==> src/rtl/dcache_pkg.sv <==
// Shared types and geometry for the direct-mapped write-back data cache.
// Word addresses split as {tag, index, word offset}; lines are four 32-bit words.
package dcache_pkg;

    localparam int ADDR_W     = 30;
    localparam int TAG_W      = 25;
    localparam int IDX_W      = 3;
    localparam int OFF_W      = 2;
    localparam int WORD_W     = 32;
    localparam int LINE_W     = 128;
    localparam int MEM_ADDR_W = TAG_W + IDX_W;

    typedef enum logic [1:0] {
        IDLE      = 2'd0,
        WRITEBACK = 2'd1,
        ALLOCATE  = 2'd2
    } state_t;

    typedef struct packed {
        logic [TAG_W-1:0] tag;
        logic [IDX_W-1:0] idx;
        logic [OFF_W-1:0] off;
    } addr_t;

    // Word i of a line lives at bits [32i+31:32i].
    function automatic logic [WORD_W-1:0] get_word(input logic [LINE_W-1:0] line,
                                                  input logic [OFF_W-1:0]  off);
        return line[{off, 5'b0} +: WORD_W];
    endfunction

endpackage

==> src/rtl/dcache_array.sv <==
// Tag/valid/dirty/data storage for the cache with asynchronous read,
// a single-word write port (marks line dirty) and a whole-line fill port.
module dcache_array
    import dcache_pkg::*;
#(
    parameter int NUM_LINES      = 8,
    parameter int WORDS_PER_LINE = 4
) (
    input  logic                               clk,
    input  logic                               rst,
    input  logic [IDX_W-1:0]                   idx,
    output logic [TAG_W-1:0]                   rd_tag,
    output logic                               rd_valid,
    output logic                               rd_dirty,
    output logic [WORDS_PER_LINE*WORD_W-1:0]   rd_line,
    input  logic                               word_we,
    input  logic [OFF_W-1:0]                   word_off,
    input  logic [WORD_W-1:0]                  word_data,
    input  logic                               line_we,
    input  logic [TAG_W-1:0]                   line_tag,
    input  logic [WORDS_PER_LINE*WORD_W-1:0]   line_data
);

    localparam int DATA_W = WORDS_PER_LINE * WORD_W;

    logic [TAG_W-1:0]  tag_all   [NUM_LINES];
    logic              valid_all [NUM_LINES];
    logic              dirty_all [NUM_LINES];
    logic [DATA_W-1:0] data_all  [NUM_LINES];

    genvar gi;
    generate
        for (gi = 0; gi < NUM_LINES; gi++) begin : g_line
            logic [TAG_W-1:0]  tag_reg;
            logic              valid_reg;
            logic              dirty_reg;
            logic [DATA_W-1:0] data_reg;
            logic              line_sel;

            assign line_sel = (idx == IDX_W'(gi));

            // A fill takes priority; the controller never asserts both ports at once.
            always_ff @(posedge clk or posedge rst) begin
                if (rst) begin
                    tag_reg   <= '0;
                    valid_reg <= 1'b0;
                    dirty_reg <= 1'b0;
                    data_reg  <= '0;
                end else if (line_sel && line_we) begin
                    tag_reg   <= line_tag;
                    valid_reg <= 1'b1;
                    dirty_reg <= 1'b0;
                    data_reg  <= line_data;
                end else if (line_sel && word_we) begin
                    dirty_reg <= 1'b1;
                    data_reg[{word_off, 5'b0} +: WORD_W] <= word_data;
                end
            end

            assign tag_all[gi]   = tag_reg;
            assign valid_all[gi] = valid_reg;
            assign dirty_all[gi] = dirty_reg;
            assign data_all[gi]  = data_reg;
        end
    endgenerate

    assign rd_tag   = tag_all[idx];
    assign rd_valid = valid_all[idx];
    assign rd_dirty = dirty_all[idx];
    assign rd_line  = data_all[idx];

endmodule

==> src/rtl/dcache.sv <==
// Direct-mapped, write-back, write-allocate data cache with zero-wait hits.
// Misses stall the processor while the FSM writes back a dirty victim and fills.
module dcache
    import dcache_pkg::*;
#(
    parameter int NUM_LINES      = 8,
    parameter int WORDS_PER_LINE = 4
) (
    input  logic                  clk,
    input  logic                  rst,
    input  logic                  proc_read,
    input  logic                  proc_write,
    input  logic [ADDR_W-1:0]     proc_addr,
    input  logic [WORD_W-1:0]     proc_wdata,
    output logic                  proc_stall,
    output logic [WORD_W-1:0]     proc_rdata,
    output logic                  mem_read,
    output logic                  mem_write,
    output logic [MEM_ADDR_W-1:0] mem_addr,
    output logic [LINE_W-1:0]     mem_wdata,
    input  logic [LINE_W-1:0]     mem_rdata,
    input  logic                  mem_ready
);

    state_t state_reg, state_next;

    addr_t              req_addr;
    logic               req_active;
    logic               hit;
    logic [TAG_W-1:0]   rd_tag;
    logic               rd_valid;
    logic               rd_dirty;
    logic [LINE_W-1:0]  rd_line;
    logic               word_we;
    logic               line_we;

    assign req_addr   = proc_addr;
    assign req_active = proc_read | proc_write;
    assign hit        = req_active && rd_valid && (rd_tag == req_addr.tag);

    dcache_array #(
        .NUM_LINES      (NUM_LINES),
        .WORDS_PER_LINE (WORDS_PER_LINE)
    ) u_array (
        .clk       (clk),
        .rst       (rst),
        .idx       (req_addr.idx),
        .rd_tag    (rd_tag),
        .rd_valid  (rd_valid),
        .rd_dirty  (rd_dirty),
        .rd_line   (rd_line),
        .word_we   (word_we),
        .word_off  (req_addr.off),
        .word_data (proc_wdata),
        .line_we   (line_we),
        .line_tag  (req_addr.tag),
        .line_data (mem_rdata)
    );

    always_ff @(posedge clk or posedge rst) begin
        if (rst) begin
            state_reg <= IDLE;
        end else begin
            state_reg <= state_next;
        end
    end

    // A simultaneous read and write is handled as a write.
    always_comb begin
        state_next = state_reg;
        proc_stall = 1'b0;
        mem_read   = 1'b0;
        mem_write  = 1'b0;
        mem_addr   = '0;
        mem_wdata  = '0;
        word_we    = 1'b0;
        line_we    = 1'b0;
        case (state_reg)
            IDLE: begin
                if (req_active) begin
                    if (hit) begin
                        word_we = proc_write;
                    end else begin
                        proc_stall = 1'b1;
                        state_next = (rd_valid && rd_dirty) ? WRITEBACK : ALLOCATE;
                    end
                end
            end
            WRITEBACK: begin
                proc_stall = 1'b1;
                mem_write  = 1'b1;
                mem_addr   = {rd_tag, req_addr.idx};
                mem_wdata  = rd_line;
                if (mem_ready) begin
                    state_next = ALLOCATE;
                end
            end
            ALLOCATE: begin
                proc_stall = 1'b1;
                mem_read   = 1'b1;
                mem_addr   = proc_addr[ADDR_W-1:OFF_W];
                if (mem_ready) begin
                    line_we    = 1'b1;
                    state_next = IDLE;
                end
            end
            default: begin
                state_next = IDLE;
            end
        endcase
    end

    assign proc_rdata = rst ? '0 : get_word(rd_line, req_addr.off);

endmodule

==> config.mk <==
export PLATFORM = sky130hd
export DESIGN_NAME = dcache
export DESIGN_NICKNAME = d
export VERILOG_FILES = /design/src/rtl/dcache_pkg.sv /design/src/rtl/dcache_array.sv /design/src/rtl/dcache.sv
export SDC_FILE = /design/constraint.sdc
export NUM_CORES = 2
export LEC_CHECK = 0
export ABC_AREA = 1
export BUFFER_PORTS_ARGS = -buffer_cell sky130_fd_sc_hd__buf_4
export CAP_MARGIN = 40
export CELL_PAD_IN_SITES_DETAIL_PLACEMENT = 1
export CELL_PAD_IN_SITES_GLOBAL_PLACEMENT = 1
export CORE_AREA = 4 4 404 366
export DETAILED_ROUTE_END_ITERATION = 8
export DIE_AREA = 0 0 408 370
export HOLD_SLACK_MARGIN = 0.12
export PLACE_DENSITY_LB_ADDON = 0.1
export REMOVE_ABC_BUFFERS = 1
export SLEW_MARGIN = 10
export SYNTH_ARGS = -nofsm -noshare
export SYNTH_HDL_FRONTEND = slang
export SYNTH_SLANG_ARGS = --single-unit
==> constraint.sdc <==
create_clock -name clk -period 109.8 [get_ports clk]
set_input_delay 32.94 -clock clk [delete_from_list [all_inputs] [get_ports clk]]
set_output_delay 32.94 -clock clk [all_outputs]
set_load 0.02 [all_outputs]
==> results.sh <==
export IMPL_p_clk_share_pct=37.5
export IMPL_cts_setup_buffers=0
export IMPL_grt_total_usage_pct=44.0
export IMPL_synth_top_family_by_area="simple AND/OR/NAND/NOR gates"
export IMPL_syn_area_per_cell_um2=6.98
export IMPL_yosys_area_share_simple_pct=34.4
export IMPL_fp_dieW_um=408
export IMPL_power_switching_share_pct=32.9
export IMPL_grt_pass1_wl_um=505000
export IMPL_clk_latency_ns=0.80
export IMPL_setup_viol=0
export IMPL_fmax_mhz=14.0
export IMPL_dpl_instance_area_um2=74100
export IMPL_wl_per_cell_um=28.7
export IMPL_worstMarginPinSlew_ns=1.10
export IMPL_drive_gt1_share_pct=8.64
export IMPL_syn_to_final_growth_pct=13.1
export IMPL_synth_compound_area_share_pct=15.0
export IMPL_cts_path_max_buffers=3
export IMPL_start_kind="primary input"
export IMPL_synth_area_leader_cell="dfrtp_1"
export IMPL_crit_required_ns=76.86
export IMPL_period_minus_slack_ns=71.57
export IMPL_worst_slack_ns=38.23
export IMPL_cap_violations=0
export IMPL_cp_data_arrival_time_ns=38.63
export IMPL_cts_root_buf="clkbuf_16"
export IMPL_finalSetupTns_ns=0
export IMPL_initialDrtViolationCount=10825
export IMPL_place_ws_ns=38.71
export IMPL_synth_xor_area_share_pct=0
export IMPL_num_rows=132
export IMPL_ant_nets=0
export IMPL_core_area_um2=144000
export IMPL_grt_max_degree=170
export IMPL_netlist_area_leader_share_pct=44.5
export IMPL_p_leak_nw=39.7
export IMPL_cts_sinks=1242
export IMPL_dr_wl_met2_um=143000
export IMPL_maxSlewViolCount=0
export IMPL_ys_async_sr_fraction_pct=100
export IMPL_cts_clk_slew_worst_paths_ns=0.06
export IMPL_cts_resized=0
export IMPL_maxSlewHeadroom_pct=26.4
export IMPL_seqPwrFrac_pct=42.4
export IMPL_ys_seq_elements=1242
export IMPL_power_frac_comb_pct=20.1
export IMPL_synth_area_top_cells="dfrtp_1 44%, nand2_1 22%, nand3_1 10%"
export IMPL_dieArea_um2=151000
export IMPL_vias=78395
export IMPL_p_switching_mw=0.437
export IMPL_netlist_area_um2=69900
export IMPL_fin_area_um2=79000
export IMPL_yosysWarningCount=0
export IMPL_finalNetCount=10141
export IMPL_grt_overflow_total=0
export IMPL_worstPathMaxFanout=51
export IMPL_r2r_cells=14
export IMPL_cts_tree="yes"
export IMPL_wl_um=342000
export IMPL_top_layer_used="met5"
export IMPL_hold_depth=2
export IMPL_grt_pass1_vias=78430
export IMPL_synth_edf_count=0
export IMPL_ir_worst_vdd_mv=0.0163
export IMPL_ys_seq_area_share_pct=44.5
export IMPL_synthCells=10011
export IMPL_place_gp_congestion=0.904
export IMPL_ys_types=29
export IMPL_hold_viol=0
export IMPL_rsz0062_at_grt="no"
export IMPL_hold_class="reg -> reg"
export IMPL_drcViolationCount=0
export IMPL_crit_type="in -> out"
export IMPL_clock_skew_ns=0.0237
export IMPL_p_int_mw=0.892
export IMPL_synthMuxAreaShare_pct=0
export IMPL_ios=386
export IMPL_antenna_found_initial=10
export IMPL_ctsHoldBuffers=0
export IMPL_initial_core_util_pct=48.7
export IMPL_ys_flop_type="dfrtp_1"
export IMPL_h_tree_depth=4
export IMPL_cp_end_kind="primary output"
export IMPL_die_h_um=370
export IMPL_synthAdderAreaFrac_pct=0.143
export IMPL_via_per_inst=6.57
export IMPL_status="completed"
export IMPL_largest_reg_flops=1024
export IMPL_firstDrtPassIters=6
export IMPL_wl_met1_um=130000
export IMPL_cts_buffers=141
export IMPL_met3WireLength_um=44400
export IMPL_port_buffers=385
export IMPL_fillers=18359
export IMPL_hpwl_um=210000
export IMPL_period_share_pct=65.2
export IMPL_power_per_cell_area_nw_per_um2=16.8
-- per-layer routing --
metal | track usage [%] | up-vias
li1 | - | 32989
met5 | 0 | -
met3 | 13.9 | 1110
met2 | 63.8 | 5209
met1 | 57.1 | 39079
met4 | 27.9 | 8
-- Yosys cell counts, types with 2 or more instances --
cell,count
inv_2,6
inv_1,230
nand2_2,2
buf_2,116
nand4_4,2
nand2_1,4060
dfrtp_1,1242
a22oi_1,512
clkbuf_1,607
nor3_1,35
o21ai_1,6
nand4_1,36
nor2_1,266
buf_1,99
o21a_1,4
o21ai_0,1229
a21boi_0,4
ha_1,8
buf_4,9
a21oi_1,75
nand3_1,1455
-- metrics by stage --
step	util, %	std cells	hold slack [ns]	total power [mW]
6_report	55.1	11929	0.469	1.33
4_1_cts	55.0	11916	0.467	1.32
2_1_floorplan	-	9179	0.434	0.718
3_5_place_dp	51.7	11663	0.451	0.826
3_3_place_gp	51.1	11613	0.446	0.808
5_1_grt	55.1	11926	0.495	1.38
-- path summary, 6_finish.rpt --
| check | from | end | slack (ns) |
|---|---|---|---|
| worst max-delay path | proc_addr[3] | proc_rdata[27] | 38.23 |
| worst min-delay path | u_array.g_line[3].valid_reg | u_array.g_line[3].valid_reg | 0.47 |
| worst max register to register | state_reg[0] | u_array.g_line[6].data_reg[71] | 104.58 |
| worst min register to register | u_array.g_line[3].valid_reg | u_array.g_line[3].valid_reg | 0.47 |
| max in group asynchronous | rst | u_array.g_line[3].tag_reg[19] | 74.67 |
| min in group asynchronous | rst | u_array.g_line[6].data_reg[71] | 32.51 |
-- cell families after synthesis --
| kind of cell | Yosys count |
|---|---|
| AO/OA/AOI/OAI | 1833 |
| adder cells (fa/ha/maj) | 8 |
| buffers and inverters | 1069 |
| flip-flops | 1242 |
| AND/OR/NAND/NOR | 5859 |
-- layout make-up --
type / instances / area [um^2] / share of cell area [%]
clock buffer: 227 / 4540 / 5.75
antenna: 5 / 12.5 / 0.0158
sequential: 1242 / 31100 / 39.3
inverter: 237 / 925 / 1.17
timing repair buffer: 616 / 5230 / 6.61
multi-input combinational: 7700 / 34700 / 43.9
tap: 1876 / 2350 / 2.97
clock inverter: 26 / 226 / 0.287
-- power by group through the flow --
| stage | Combinational [mW] | Clock (mW) | Sequential, mW |
|---|---|---|---|
| 4_1_cts | 0.260 | 0.499 | 0.562 |
| 3_3_place_gp | 0.242 | 0 | 0.565 |
| 6_report | 0.267 | 0.498 | 0.564 |
| 3_5_place_dp | 0.258 | 0 | 0.568 |
| 5_1_grt | 0.290 | 0.519 | 0.570 |
| 2_1_floorplan | 0.157 | 0 | 0.561 |
-- critical path, stage by stage --
cell,delay (ns)
buf_4,0.51
inv_2,0.44
buf_16,0.28
nor2_4,0.61
buf_4,0.80
buf_4,0.73
a22oi_1,0.15
nand3_1,0.12
nand2_1,0.27
nand2_1,0.14
nand3_1,0.30
a21oi_1,0.85
buf_4,0.28
-- layout by cell type (no fill, tap or decap), types with 6 or more instances in the layout --
cell	count
a22oi_1	512
clkinv_2	17
clkbuf_16	151
buf_12	11
ha_1	8
nand2_1	4052
nor2_1	264
dfrtp_1	1242
nand2_4	8
buf_2	16
nand3_1	1454
clkbuf_8	49
clkbuf_1	28
a21oi_1	75
buf_16	23
inv_6	6
inv_1	227
o21ai_1	6
nand4_1	36
buf_4	557
nor3_1	35
o21ai_0	1229
No activity file was read; power rests on OpenSTA's default activity.
